File: config.mk
export PLATFORM = sky130hd
export DESIGN_NAME = fib_scan_ctrl
export DESIGN_NICKNAME = d
export VERILOG_FILES = /design/src/rtl/fib_scan_ctrl.sv
export SDC_FILE = /design/constraint.sdc
export NUM_CORES = 1
export LEC_CHECK = 0
export CELL_PAD_IN_SITES_DETAIL_PLACEMENT = 0
export CELL_PAD_IN_SITES_GLOBAL_PLACEMENT = 2
export CORE_ASPECT_RATIO = 0.75
export CORE_MARGIN = 2
export CORE_UTILIZATION = 32
export CTS_BUF_LIST = sky130_fd_sc_hd__clkbuf_4 sky130_fd_sc_hd__clkbuf_8 sky130_fd_sc_hd__clkbuf_16
export CTS_CLUSTER_SIZE = 10
export DETAILED_ROUTE_END_ITERATION = 10
export GPL_TIMING_DRIVEN = 0
export PLACE_DENSITY_LB_ADDON = 0.1
export SYNTH_ARGS = -nofsm -noshare
export SYNTH_HDL_FRONTEND = slang
export SYNTH_SLANG_ARGS = --single-unit
export TNS_END_PERCENT = 5
File: constraint.sdc
create_clock -name clk -period 3.95 [get_ports clk]
set_input_delay 0.5925 -clock clk [delete_from_list [all_inputs] [get_ports clk]]
set_output_delay 0.5925 -clock clk [all_outputs]
set_load 0.05 [all_outputs]
File: src/rtl/fib_scan_ctrl.sv
// Fibonacci-membership scan sequencer: sweeps [lo, hi] through an external detector, one value per clock.
// Latency: start to done is hi-lo+2 cycles, or 1 cycle when lo > hi. No backpressure; start is sampled only in IDLE.
// Optional FIB_SCAN_SELFCHECK_EN adds a sticky mismatch flag against an internal golden Fibonacci table.
module fib_scan_ctrl #(
    parameter bit AUTO_CLEAR = 1'b1,
    parameter bit DONE_PULSE = 1'b1
) (
    input  logic        clk,
    input  logic        rst,
    input  logic        start,
    input  logic        clr,
    input  logic [3:0]  lo,
    input  logic [3:0]  hi,
    output logic [3:0]  fib_in,
    input  logic        fib_out,
    output logic        busy,
    output logic        done,
    output logic        err,
    output logic [4:0]  hit_cnt,
`ifdef FIB_SCAN_SELFCHECK_EN
    output logic        mismatch,
`endif
    output logic [15:0] hit_mask
);

    typedef enum logic [1:0] {
        S_IDLE,
        S_SCAN,
        S_DONE
    } state_t;

    state_t     state;
    logic [3:0] hi_q;

    always_ff @(posedge clk or posedge rst) begin
        if (rst) begin
            state    <= S_IDLE;
            hi_q     <= 4'd0;
            fib_in   <= 4'd0;
            busy     <= 1'b0;
            done     <= 1'b0;
            err      <= 1'b0;
            hit_cnt  <= 5'd0;
            hit_mask <= 16'd0;
        end else begin
            case (state)
                S_IDLE: begin
                    if (start) begin
                        hi_q   <= hi;
                        fib_in <= lo;
                        err    <= (lo > hi);
                        if (AUTO_CLEAR) begin
                            hit_cnt  <= 5'd0;
                            hit_mask <= 16'd0;
                        end
                        // An empty range skips scanning and reports completion at once.
                        if (lo <= hi) begin
                            state <= S_SCAN;
                            busy  <= 1'b1;
                            done  <= 1'b0;
                        end else begin
                            state <= S_DONE;
                            done  <= 1'b1;
                        end
                    end else if (clr) begin
                        hit_cnt  <= 5'd0;
                        hit_mask <= 16'd0;
                        err      <= 1'b0;
                        done     <= 1'b0;
                    end
                end

                S_SCAN: begin
                    if (fib_out) begin
                        // Saturate so repeated accumulating runs never wrap the count.
                        if (hit_cnt != 5'd16) begin
                            hit_cnt <= hit_cnt + 5'd1;
                        end
                        hit_mask[fib_in] <= 1'b1;
                    end
                    if (fib_in == hi_q) begin
                        state <= S_DONE;
                        busy  <= 1'b0;
                        done  <= 1'b1;
                    end else begin
                        fib_in <= fib_in + 4'd1;
                    end
                end

                S_DONE: begin
                    state <= S_IDLE;
                    if (DONE_PULSE) begin
                        done <= 1'b0;
                    end
                end

                default: begin
                    state <= S_IDLE;
                    busy  <= 1'b0;
                end
            endcase
        end
    end

`ifdef FIB_SCAN_SELFCHECK_EN
    localparam logic [15:0] GOLDEN_FIB = 16'h212F;

    logic golden_bit;
    assign golden_bit = GOLDEN_FIB[fib_in];

    always_ff @(posedge clk or posedge rst) begin
        if (rst) begin
            mismatch <= 1'b0;
        end else if (state == S_IDLE) begin
            if (start || clr) begin
                mismatch <= 1'b0;
            end
        end else if (state == S_SCAN) begin
            if (fib_out != golden_bit) begin
                mismatch <= 1'b1;
            end
        end
    end
`endif

endmodule

==> flow_metrics.py <==
metrics = {
    "grt": {
        "grt_overflow": 0,
        "grt_pass1_vias": 1479,
        "track_usage": 0.163,
        "antenna_found_initial": 0,
        "grt_first_pass_wirelength_mm": 7.32,
        "grt_max_degree": 35,
    },
    "clock_network": {
        "clockBufferDepth": 2,
        "clock_latency_ns": 0.29,
        "cts_sinks": 34,
        "cts_tree": "yes",
        "cts.htree.levels": 2,
        "ctsResizeCount": 0,
        "post_cts_buffers": 0,
        "path_clk_slew_ns": 0.08,
        "ctsHoldBuffers": 0,
        "cts_inserted_buffers": 5,
        "root_buffer": "clkbuf_8",
    },
    "synthesis": {
        "synthesis.nets": 204,
        "ys_warn_count": 0,
        "yosysSeqAreaShare": 0.486,
        "synth_area_per_cell_um2": 9.84,
        "synth-async-reset-ratio": 1.00,
        "ys_ff_latch": 34,
        "syn_area_mm2": 0.00175,
        "synth_edf_count": 0,
        "synth_cell_types": 38,
        "syn_inst": 178,
        "synth_ff_type": "dfrtp_1",
    },
    "cells_and_area": {
        "postLayoutCoreUtil": 0.443,
        "diodes": 0,
        "drive_gt1_frac": 0.0885,
        "fin_nets": 251,
        "stdcell_count": 301,
        "final_area_mm2": 0.00236,
        "syn2layout_area_growth_pct": 34.5,
    },
    "outcome": {
        "status": "finished, final reports clean",
    },
    "hold_path": {
        "hp-class": "flip-flop to flip-flop",
    },
    "sta": {
        "rsz0062_at_grt": "false",
        "finClkSkew_ns": 0.0131,
        "finalSetupTns_ns": 0,
        "fin_crit_sh": 0.583,
        "tightestPinTransition_ns": 0.732,
        "fin_ws_ns": 1.65,
        "whs_ns": 0.490,
        "finalSetupViolations": 0,
        "min_period_ns": 2.30,
        "fmax_mhz": 434,
        "max-slew-margin-rel": 0.512,
        "hold_viol": 0,
        "slew_viol_final": 0,
    },
    "floorplanning": {
        "start_util": 0.329,
        "num_rows": 23,
        "coreArea_mm2": 0.00532,
        "io_pins": 41,
        "fp.dieW_um": 89.4,
        "die_area_mm2": 0.00609,
        "dieHeight_um": 68.1,
    },
    "drt": {
        "drtIter0Drc": 54,
        "final_antenna_net_count": 0,
        "viasPerCell": 4.91,
        "drt_wl_total_mm": 4.36,
        "num_vias": 1477,
        "drt_first_pass_iters": 4,
        "wl_per_cell_um": 14.5,
        "drc_errors": 0,
    },
    "place": {
        "dpl.cell_count": 293,
        "port_buffers": 40,
        "place.gp.congestion": 0.762,
        "hpwl_mm": 3.26,
        "dpl_cell_area_mm2": 0.00225,
        "dpl_worst_slack_ns": 1.43,
    },
    "setup_path": {
        "slowest_stage": "clkdlybuf4s50_1",
        "cp_max_fo": 8,
        "critPathBufInv": 1,
        "crit_chain": "clkdlybuf4s50_1",
        "crit_family": "buffers and inverters",
        "crit_arrival_ns": 1.71,
        "critPathMaxStageDelay_ns": 0.87,
        "end_kind": "output port",
        "setup.worst_path.class": "flip-flop to output port",
        "worstPathRequired_ns": 3.36,
        "critPathLaunchType": "flip-flop",
    },
    "pwr": {
        "total_power_mw": 1.98,
        "p_per_area_mw_per_mm2": 842,
        "p_leak_nw": 1.07,
        "ir_worst_vdd_uv": 434,
    },
    "flow_run": {
        "cap_violations": 0,
    },
}
## power breakdown
part / switching, mW / leakage, nW / total, mW / internal [mW]
combinational: 0.722 / 0.561 / 1.11 / 0.390
clock: 0.128 / 0.0575 / 0.304 / 0.176
sequential: 0.100 / 0.448 / 0.567 / 0.467
total: 0.950 / 1.07 / 1.98 / 1.03
## layout by cell type, fill, tap and decap left out, types with 2 or more instances in the layout
cell / Yosys / routed
nand3_1: 2 / 2
o2bb2a_1: 2 / 2
o21ai_0: 8 / 8
nor3b_2: 3 / 3
ha_1: 13 / 13
clkbuf_8: 0 / 8
inv_1: 15 / 14
clkbuf_1: 2 / 2
nor2_1: 24 / 24
o22ai_1: 5 / 5
clkdlybuf4s50_1: 0 / 40
nand4_1: 4 / 4
xor2_1: 3 / 3
buf_2: 2 / 2
nand2_1: 12 / 12
and3_1: 2 / 2
xnor2_1: 4 / 4
dfrtp_1: 34 / 34
a21oi_1: 22 / 22
## state kept, by name, summed over array words and instances (netlist names)
| name | cells |
|---|---|
| hi_q | 4 |
| done | 1 |
| state | 2 |
| fib_in | 4 |
| hit_mask | 16 |
| hit_cnt | 5 |
| busy | 1 |
| err | 1 |
## layer usage
layer,track usage,vias up,part of all wire
met1,0.230,715,0.49
li1,-,710,-
met5,0,-,0
met2,0.244,47,0.45
met3,0.0483,5,0.055
met4,0.0466,0,0.0083
## synth_stat cells (2+ instances only)
cell type | n | share of area
dfrtp_1 | 34 | 0.49
nor2_1 | 24 | 0.051
a21oi_1 | 22 | 0.063
inv_1 | 15 | 0.032
ha_1 | 13 | 0.093
nand2_1 | 12 | 0.026
o21ai_0 | 8 | 0.023
o22ai_1 | 5 | 0.018
nand4_1 | 4 | 0.014
xnor2_1 | 4 | 0.020
nor3b_2 | 3 | 0.021
xor2_1 | 3 | 0.015
and3_1 | 2 | 0.0071
buf_2 | 2 | 0.0057
clkbuf_1 | 2 | 0.0043
nand3_1 | 2 | 0.0057
o2bb2a_1 | 2 | 0.011
## path summary, 6_finish.rpt
| check | start | end | slack (ns) | cells after the start |
|---|---|---|---|---|
| worst max-delay path | fib_in[3]$_DFFE_PP0P_ | fib_in[3] | 1.65 | 1 |
| worst min-delay path | err$_DFFE_PP0P_ | err$_DFFE_PP0P_ | 0.49 | 2 |
| worst max register to register | state[0]$_DFFE_PP0P_ | hit_mask[14]$_DFFE_PP0P_ | 1.85 | 6 |
| worst min register to register | err$_DFFE_PP0P_ | err$_DFFE_PP0P_ | 0.49 | 2 |
| max in group asynchronous | rst | hit_cnt[4]$_DFFE_PP0P_ | 2.72 | 2 |
| min in group asynchronous | rst | hi_q[3]$_DFFE_PP0P_ | 0.75 | 2 |
## area by class of cell
| cell class | instances | area, µm² |
|---|---|---|
| flip-flops and latches | 34 | 851 |
| fillers | 525 | 2970 |
| clock buffers | 8 | 110 |
| well taps | 75 | 93.8 |
| multi-input cells | 124 | 820 |
| repair buffers | 40 | 400 |
| inverters | 15 | 56.3 |
| plain buffers | 5 | 25.0 |
## kinds of logic (layout without fill, tap and decap cells)
kind of cell,after synthesis,in the layout,share of synthesized area
XOR/XNOR,7,7,0.0350
multiplexers,2,2,0.0121
AO/OA/AOI/OAI,48,48,0.168
flip-flops,34,34,0.486
buffers and inverters,20,68,0.0464
AND/OR/NAND/NOR,54,54,0.160
adder cells (fa/ha/maj),13,13,0.0929
(Power assumes the default switching activity.)
